==> config.mk <==
export PLATFORM = sky130hd
export DESIGN_NAME = julia_pixel_engine
export DESIGN_NICKNAME = d
export VERILOG_FILES = /design/src/rtl/julia_pixel_engine.sv
export SDC_FILE = /design/constraint.sdc
export NUM_CORES = 2
export LEC_CHECK = 0
export ABC_AREA = 0
export CAP_MARGIN = 25
export CORE_MARGIN = 2
export CORE_UTILIZATION = 66
export DETAILED_ROUTE_END_ITERATION = 6
export PLACE_DENSITY = 0.84
export SLEW_MARGIN = 10
export SYNTH_ARGS = -nofsm -noshare
export SYNTH_HDL_FRONTEND = slang
export SYNTH_SLANG_ARGS = --single-unit
==> constraint.sdc <==
create_clock -name clk -period 12.7 [get_ports clk]
set_input_delay 1.905 -clock clk [delete_from_list [all_inputs] [get_ports clk]]
set_output_delay 1.905 -clock clk [all_outputs]
set_load 0.02 [all_outputs]
==> src/rtl/julia_pixel_engine.sv <==
// ---------------------------------------------------------------------------
// julia_pixel_engine
//
// Single-pixel Julia/Mandelbrot escape-time calculator. A task is accepted
// in IDLE, then z <- z^2 + c is iterated once per clock in signed fixed point
// (WIDTH bits, FRAC fractional bits) until |z|^2 >= 4.0 or the iteration
// count reaches the cap sampled at accept. The count is returned as the pixel
// value together with a flag that tells escape from cap termination.
//
// Optional feature: define JULIA_PIXEL_TAG_EN to add a TAG_BITS-wide tag
// that is latched at accept and returned next to the result, so a
// dispatcher can reorder results from several engines. Without the macro
// there are no tag ports and no tag register.
//
// Ports:
//   clk, rst                 clock, synchronous active-high reset
//   in_valid / in_ready      task handshake (in_ready high only in IDLE)
//   mode                     0 = Julia, 1 = Mandelbrot
//   coord_real, coord_imag   signed pixel coordinate
//   c_real, c_imag           signed Julia constant (ignored when mode = 1)
//   max_iter                 iteration cap, sampled at accept
//   abort                    drop the task in flight (ignored in IDLE)
//   out_valid / out_ready    result handshake
//   pixel                    iteration count at termination
//   escaped                  1 = escape terminated, 0 = cap terminated
//   busy                     engine is not in IDLE
//   tag_in, tag_out          (JULIA_PIXEL_TAG_EN only) request/result tag
// ---------------------------------------------------------------------------
module julia_pixel_engine #(
  parameter int WIDTH     = 20,
  parameter int FRAC      = 10,
  parameter int ITER_BITS = 8
`ifdef JULIA_PIXEL_TAG_EN
  , parameter int TAG_BITS = 16
`endif
) (
  input  logic                        clk,
  input  logic                        rst,
  input  logic                        in_valid,
  output logic                        in_ready,
  input  logic                        mode,
  input  logic signed [WIDTH-1:0]     coord_real,
  input  logic signed [WIDTH-1:0]     coord_imag,
  input  logic signed [WIDTH-1:0]     c_real,
  input  logic signed [WIDTH-1:0]     c_imag,
  input  logic        [ITER_BITS-1:0] max_iter,
  input  logic                        abort,
  output logic                        out_valid,
  input  logic                        out_ready,
  output logic        [ITER_BITS-1:0] pixel,
  output logic                        escaped,
`ifdef JULIA_PIXEL_TAG_EN
  input  logic        [TAG_BITS-1:0]  tag_in,
  output logic        [TAG_BITS-1:0]  tag_out,
`endif
  output logic                        busy
);

  typedef enum logic [1:0] {
    IDLE = 2'd0,
    ITER = 2'd1,
    DONE = 2'd2
  } state_t;

  // 4.0 in the squared-magnitude scale, which carries 2*FRAC fraction bits.
  localparam logic signed [2*WIDTH:0] ESC_LIMIT = (2*WIDTH+1)'(4) << (2*FRAC);

  state_t                     state;
  logic signed [WIDTH-1:0]    zr, zi, cr, ci;
  logic        [ITER_BITS-1:0] count, cap;

  logic signed [2*WIDTH-1:0]  zr_x, zi_x;
  logic signed [2*WIDTH-1:0]  rr, ii, rz;
  logic signed [2*WIDTH:0]    mag;
  logic signed [WIDTH-1:0]    zr_next, zi_next;

  // Full-precision squares and cross product. Operands are sign-extended to
  // 2*WIDTH first so the products are exact.
  always_comb begin
    zr_x = {{WIDTH{zr[WIDTH-1]}}, zr};
    zi_x = {{WIDTH{zi[WIDTH-1]}}, zi};
    rr   = zr_x * zr_x;
    ii   = zi_x * zi_x;
    rz   = zr_x * zi_x;
    mag  = {rr[2*WIDTH-1], rr} + {ii[2*WIDTH-1], ii};
    // Only bits [FRAC+WIDTH-1:FRAC] survive the truncation, so a wrap in the
    // top bit of rz <<< 1 (both operands at the most negative value) cannot
    // corrupt the kept bits.
    zr_next = WIDTH'((rr - ii) >>> FRAC) + cr;
    zi_next = WIDTH'((rz <<< 1) >>> FRAC) + ci;
  end

  assign in_ready = (state == IDLE);
  assign busy     = (state != IDLE);

  // Main FSM. Abort outranks every state transition except reset; in IDLE
  // abort has nothing to drop and is ignored. pixel and escaped keep their
  // last result after the handoff and are only cleared by reset.
  always_ff @(posedge clk) begin
    if (rst) begin
      state     <= IDLE;
      zr        <= '0;
      zi        <= '0;
      cr        <= '0;
      ci        <= '0;
      count     <= '0;
      cap       <= '0;
      pixel     <= '0;
      escaped   <= 1'b0;
      out_valid <= 1'b0;
    end else if (abort && (state != IDLE)) begin
      state     <= IDLE;
      out_valid <= 1'b0;
    end else begin
      case (state)
        IDLE: begin
          if (in_valid) begin
            if (mode) begin
              zr <= '0;
              zi <= '0;
              cr <= coord_real;
              ci <= coord_imag;
            end else begin
              zr <= coord_real;
              zi <= coord_imag;
              cr <= c_real;
              ci <= c_imag;
            end
            count <= '0;
            cap   <= max_iter;
            state <= ITER;
          end
        end
        ITER: begin
          if (mag >= ESC_LIMIT) begin
            pixel     <= count;
            escaped   <= 1'b1;
            out_valid <= 1'b1;
            state     <= DONE;
          end else if (count == cap) begin
            pixel     <= count;
            escaped   <= 1'b0;
            out_valid <= 1'b1;
            state     <= DONE;
          end else begin
            zr    <= zr_next;
            zi    <= zi_next;
            count <= count + 1'b1;
          end
        end
        DONE: begin
          if (out_ready) begin
            out_valid <= 1'b0;
            state     <= IDLE;
          end
        end
        default: begin
          state     <= IDLE;
          out_valid <= 1'b0;
        end
      endcase
    end
  end

`ifdef JULIA_PIXEL_TAG_EN
  // The tag is captured with the task and simply held until the next
  // accept, which keeps it stable for the whole time out_valid is high.
  always_ff @(posedge clk) begin
    if (rst) begin
      tag_out <= '0;
    end else if ((state == IDLE) && in_valid) begin
      tag_out <= tag_in;
    end
  end
`else
  // No tag storage in this build; results are returned in request order.
`endif

endmodule

---- Word-level counts from Yosys, hierarchy flattened ----
Index checks and enable logic that the tools add are counted.
word-level totals
  output and inout bits ................... 12
  word-level logic and storage cells ...... 69
  bits in registers ....................... 108
  bits of input ports ..................... 94
operators by class
  reduce and logical (&&, ||, !) cells .... 11
  equality and inequality tests ........... 8
  bitwise gates (word level) .............. 2
  multiply operators ...................... 3
  $lt $le $gt $ge ......................... 1
  add/sub/neg operators ................... 5
  muxes and demuxes ....................... 29
operators by type and width
  cell                                                                 number
  2-to-1 mux 20 bit                                                    10
  multiplier 20 x 20 -> 40 bit                                         2
  one-hot mux 20 bit (2 select lines)                                  2
  adder 40 x 40 -> 41 bit                                              1
  greater-or-equal comparator 41 x 24 -> 1 bit, second input constant  1
  adder 20 bit                                                         2
  2-to-1 mux 8 bit                                                     5
  subtractor 30 bit                                                    1
  multiplier 20 x 20 -> 29 bit                                         1
  one-hot mux 8 bit (2 select lines)                                   1
  AND reduction 3 bit                                                  4
  adder 8 x 1 -> 8 bit, second input constant                          1
  equality test 8 bit                                                  1
  2-to-1 mux 2 bit                                                     4
  inequality test 2 bit, second input constant                         4
  one-hot mux 2 bit (3 select lines)                                   1
  nonzero test 2 bit                                                   3
  2-to-1 mux 1 bit                                                     5
  AND reduction 5 bit                                                  1
  inequality test 3 bit, second input constant                         1
  one-hot mux 1 bit (3 select lines)                                   1
  equality test 2 x 1 -> 1 bit, second input constant                  1
  equality test 2 bit, second input constant                           1
  logical NOT 2 bit                                                    1
  other kinds (3)                                                      4

---- Logic depth before layout (Yosys ltp) ----
  depth in word-level cells ............... 6
  depth in mapped cells ................... 47
  depth with buffers taken out ............ 46

---- Worst setup path before layout ----
Ideal clock, no wire load.
  path kind ............................... register -> register
  start ................................... reg zi[8]
  end ..................................... reg pixel[3]
  buffers on the path ..................... 4
  period minus slack after synthesis ...... 9.710 ns
  required time ........................... 12.571 ns
  setup time .............................. 0.129 ns
  data arrival time ....................... 9.581 ns
  setup slack ............................. 2.990 ns
  stages on the path, launching flop included .. 41
  cells stage by stage .................... dfxtp_1 -> clkbuf_1 -> clkbuf_1 -> clkbuf_1 -> nand2_1 -> fa_1 -> inv_1 -> fa_1 -> fa_1 -> fa_1 -> fa_1 -> fa_1 -> inv_1 -> fa_1 -> inv_1 -> ha_1 -> a21o_1 -> a21o_1 -> [... 5 more ...] -> o21a_1 -> o21ai_0 -> or4b_2 -> o311ai_0 -> ha_1 -> o211a_1 -> a2bb2oi_1 -> o21ai_2 -> nand2_1 -> xor2_1 -> a2bb2oi_1 -> a2111o_1 -> nor4_4 -> nand3_1 -> o31ai_4 -> or2_1 -> buf_2 -> o31ai_1
on the way
  cells in the longest elaborated chain, start to end .. 5
  elaborated cells between the ends (all ways) .. 6
  those cells by class .................... add/sub: 1; mul: 1; order compare: 1; mux: 1; reduce/logical: 2
ends and longest elaborated chain
  element                                           RTL line  source
  start, declared                                   69        logic signed [WIDTH-1:0] zr, zi, cr, ci;
  start signal, assigned                            125       zi <= coord_imag;
  start signal, assigned                            147       zi <= zi_next;
  multiplier 20 x 20 -> 40 bit (*)                  83        ii = zi_x * zi_x;
  adder 40 x 40 -> 41 bit (*)                       85        mag = {rr[2*WIDTH-1], rr} + {ii[2*WIDTH-1], ii};
  greater-or-equal comparator 41 x 24 -> 1 bit (*)  135       if (mag >= ESC_LIMIT) begin
  nonzero test 2 bit (no source line)               n/a
  AND reduction 3 bit (no source line)              n/a
  end signal, assigned                              136       pixel <= count;
  end signal, assigned                              141       pixel <= count;
  end, declared                                     50        output logic [ITER_BITS-1:0] pixel,
Mark *: on every way between the ends. The rest lies on a longest branch, timed or not.
A chain may end at the register's enable or synchronous reset.

---- Worst setup path in the final report ----
  start ................................... reg zr[4]
  end ..................................... reg zi[3]
on the way
  cells in the longest elaborated chain, start to end .. 5
  elaborated cells between the ends (all ways) .. 10
  those cells by class .................... add/sub: 2; mul: 2; order compare: 1; eq/ne: 1; mux: 3; reduce/logical: 1
ends and longest elaborated chain
  element                                                                                      RTL line  source
  start, declared                                                                              69
  start signal, assigned                                                                       124       zr <= coord_real;
  start signal, assigned                                                                       146       zr <= zr_next;
  multiplier 20 x 20 -> 40 bit or multiplier 20 x 20 -> 29 bit (tied branches)                 82, 84
  adder 40 x 40 -> 41 bit or adder 20 bit (tied branches)                                      85, 90
  greater-or-equal comparator 41 x 24 -> 1 bit or 2-to-1 mux 20 bit (tied branches)            135, 140
  inequality test 2 bit (no source line) or 2-to-1 mux 20 bit (tied branches)                  n/a
  AND reduction 5 bit (no source line) or one-hot mux 20 bit (2 select lines) (tied branches)  n/a
Parallel ways exist; a longest one is shown, timed or not. The select of a mux whose other input is x is not followed.

==> flow_summary.toml <==
[status]
status = "finished with violations"
violations = "DRC"

[timing]
setup_tns_ns = 0
worst_pin_slew_ns = 1.15
rsz0062_at_grt = "no"
period_minus_slack_ns = 11.89
relSlewSlack_pct = 23.2
finalCritPeriodShare_pct = 93.7
fin_skew_ns = 0.0338
setup_viol_count_final = 0
final_max_slew_viol_count = 0
fmax_ghz = 0.0841
hold_viol = 0

[synthesis]
ys_seq_elements = 108
syn_area_um2 = 46800
synthFlopType = "dfxtp_1"
synth_edf_count = 0
synth_compound_gate_area_share_pct = 8.40
synth_fa_ha_area_share_pct = 56.5
netlist_instances = 5205
synthMuxAreaShare_pct = 0.919
synth_top_family_by_area = "adder cells"
synthSimpleGateAreaFrac_pct = 13.6
yosysSeqAreaShare_pct = 4.62
synth_warnings = 0
postSynthAreaPerCell_um2 = 9.00
ys_types = 81
synthArstFlopShare_pct = 0
synth-xor-area-share_pct = 4.19
synth_nets = 6778

[floorplan]
num_rows = 97
initial_core_util_pct = 66.8
die-width_um = 270
die_h_um = 270
core_area_um2 = 70100
boundaryPins = 106
die_area_um2 = 73100

[routing]
drtPass1Iterations = 7
drc = 1
vias_per_cell = 5.81
vias = 35600
wl_per_cell_um = 20.3
drt_iter0_markers = 3122
wirelength_um = 124000
postRouteAntennaNets = 0

[global_route]
antenna_found_initial = 0
grt_pass1_wl_um = 203000
grt_max_degree = 80
track_usage_pct = 35.6
grt_pass1_vias = 39200
grt.overflow.total = 0

[cts]
hold_buffers = 0
post_cts_buffers = 0
numCtsBuffers = 9
clock_path_buffers = 2
clock_sinks = 108
cts_tree = "yes"
cts_resized = 0
htreeDepth = 3
clock_latency_ns = 0.42
clkTransAtPathRegs_ns = 0.09
root_buffer = "clkbuf_16"

[setup_path]
crit_fanout = 33
slowest_stage = "dfxtp_1"
crit_type = "register to register"
critPathCaptureType = "register"
cp-start-kind = "register"
arrival_ns = 12.13
required_ns = 12.94
slowest_delay_ns = 0.86

[cells_and_area]
final_nets = 6750
area_delta_synth_final_pct = 4.95
fillers = 5265
drive_above_1_share_pct = 2.64
fin_util_pct = 70.1

[placed_design]
io_buffers = 105
place_hpwl_um = 103000
routabilityCongestion = 1.07

[run]
maxCapViolCount = 0

[worst_hold_path]
hp-class = "register to register"
worst paths after layout:
kind	from	endpoint	slack (ns)	depth (start not counted)
worst max register to register	zr[4]	zi[3]	0.81	40
worst min-delay path	cap[1]	cap[1]	0.47	2
worst max-delay path	zr[4]	zi[3]	0.81	40
worst min register to register	cap[1]	cap[1]	0.47	2
through the flow:
step | hold slack (ns) | cell area [um2] | worst slack [ns] | cells
after global routing | 0.492 | 49200 | 0.421 | 6122
final | 0.468 | 49200 | 0.805 | 6124
after global placement | 0.458 | 48800 | 1.28 | 6103
after detailed placement | 0.460 | 48800 | 1.14 | 6103
after floorplan | 0.448 | 46800 | 2.99 | 5205
after CTS | 0.471 | 49100 | 1.07 | 6119
sequential cells by signal, indices dropped and copies added (netlist names):
signal and count:
zr 20, pixel 8, escaped 1, state 2, ci 20, zi 20
cr 20, count 8, out_valid 1, cap 8
kinds of logic (layout without fill, tap and decap cells):
group,count (synthesis),in the layout
AO/OA/AOI/OAI,582,582
multiplexers,43,43
adder cells (fa/ha/maj),1479,1479
buffers and inverters,1461,1438
XOR/XNOR,224,224
other,0,2
AND/OR/NAND/NOR,1308,1308
flip-flops,108,108
cells in the final DEF, fill, tap and decap left out, drive strengths merged, types with 6 or more instances in the layout:
master / instances
nor4: 6
a2111oi: 6
o211ai: 18
nor3b: 34
nand2b: 38
fa: 1064
nand3: 37
nand2: 508
o211a: 7
buf: 81
a211oi: 95
o21bai: 23
nand4: 12
inv: 1240
or2: 13
and3: 16
and2: 291
a211o: 9
clkbuf: 9
nor2b: 38
o21a: 22
xor2: 68
o21ai: 81
a21o: 57
ha: 415
clkdlybuf4s50: 103
nor3: 48
xnor2: 156
dfxtp: 108
mux2i: 43
or3: 13
nor2: 232
a21boi: 7
o31ai: 16
a21oi: 163
a31oi: 18
a31o: 10
cell type report:
type                            count  area [um2]  share of cell area (%)
Clock inverter                      7        93.8                   0.191
Inverter                         1238        4650                    9.45
Antenna cell                        2        5.00                  0.0102
Timing Repair Buffer              184        1670                    3.40
Clock buffer                        9         225                   0.458
Tap cell                          940        1180                    2.39
Sequential cell                   108        2160                    4.40
Multi-Input combinational cell   3636       39200                    79.7
Yosys cell counts, types with 5 or more instances:
cell type,count,area (um2)
clkbuf_1,203,762
a31o_2,10,87.6
inv_1,1236,4640
or3_1,13,81.3
and4_1,5,43.8
buf_1,8,30.0
mux2i_1,43,430
o21ai_1,6,30.0
o21a_1,22,165
o21bai_1,23,173
or2_2,12,75.1
nor3b_1,34,255
nor3_1,48,240
a21boi_0,7,52.6
dfxtp_1,108,2160
a211oi_1,94,706
nand2b_1,38,238
a211o_1,9,78.8
a21o_1,57,428
fa_1,1064,21300
nand3_1,37,185
o211ai_1,17,128
a21oi_1,163,816
and3_1,15,93.8
and2_1,291,1820
o31ai_1,15,113
nor2_1,232,871
xor2_1,68,596
xnor2_1,156,1370
nand4_1,11,68.8
a31oi_1,18,113
o21ai_0,74,370
o211a_1,7,70.1
buf_2,9,45.0
nand2_1,507,1900
nor2b_1,38,238
and3b_1,5,43.8
ha_1,415,5190
worst max-delay path: cells and delay by family (launching register included):
family,cells,cell delay (ns)
AO/OA/AOI/OAI,13,4.03
buffers and inverters,8,0.99
XOR/XNOR,2,0.41
flip-flops,1,0.86
AND/OR/NAND/NOR,8,1.75
adder cells (fa/ha/maj),9,3.64
per-layer routing:
metal  track usage (%)  wire length [um]  share of wire, %
met3              6.29             11300               9.1
met4              22.4              9540               7.7
met2              59.1             59500                48
met1              43.3             44100                35
met5                 0                 0                 0
Power is not shown: default switching activity piles up to over one toggle a cycle in this logic, so the estimate is an artifact.
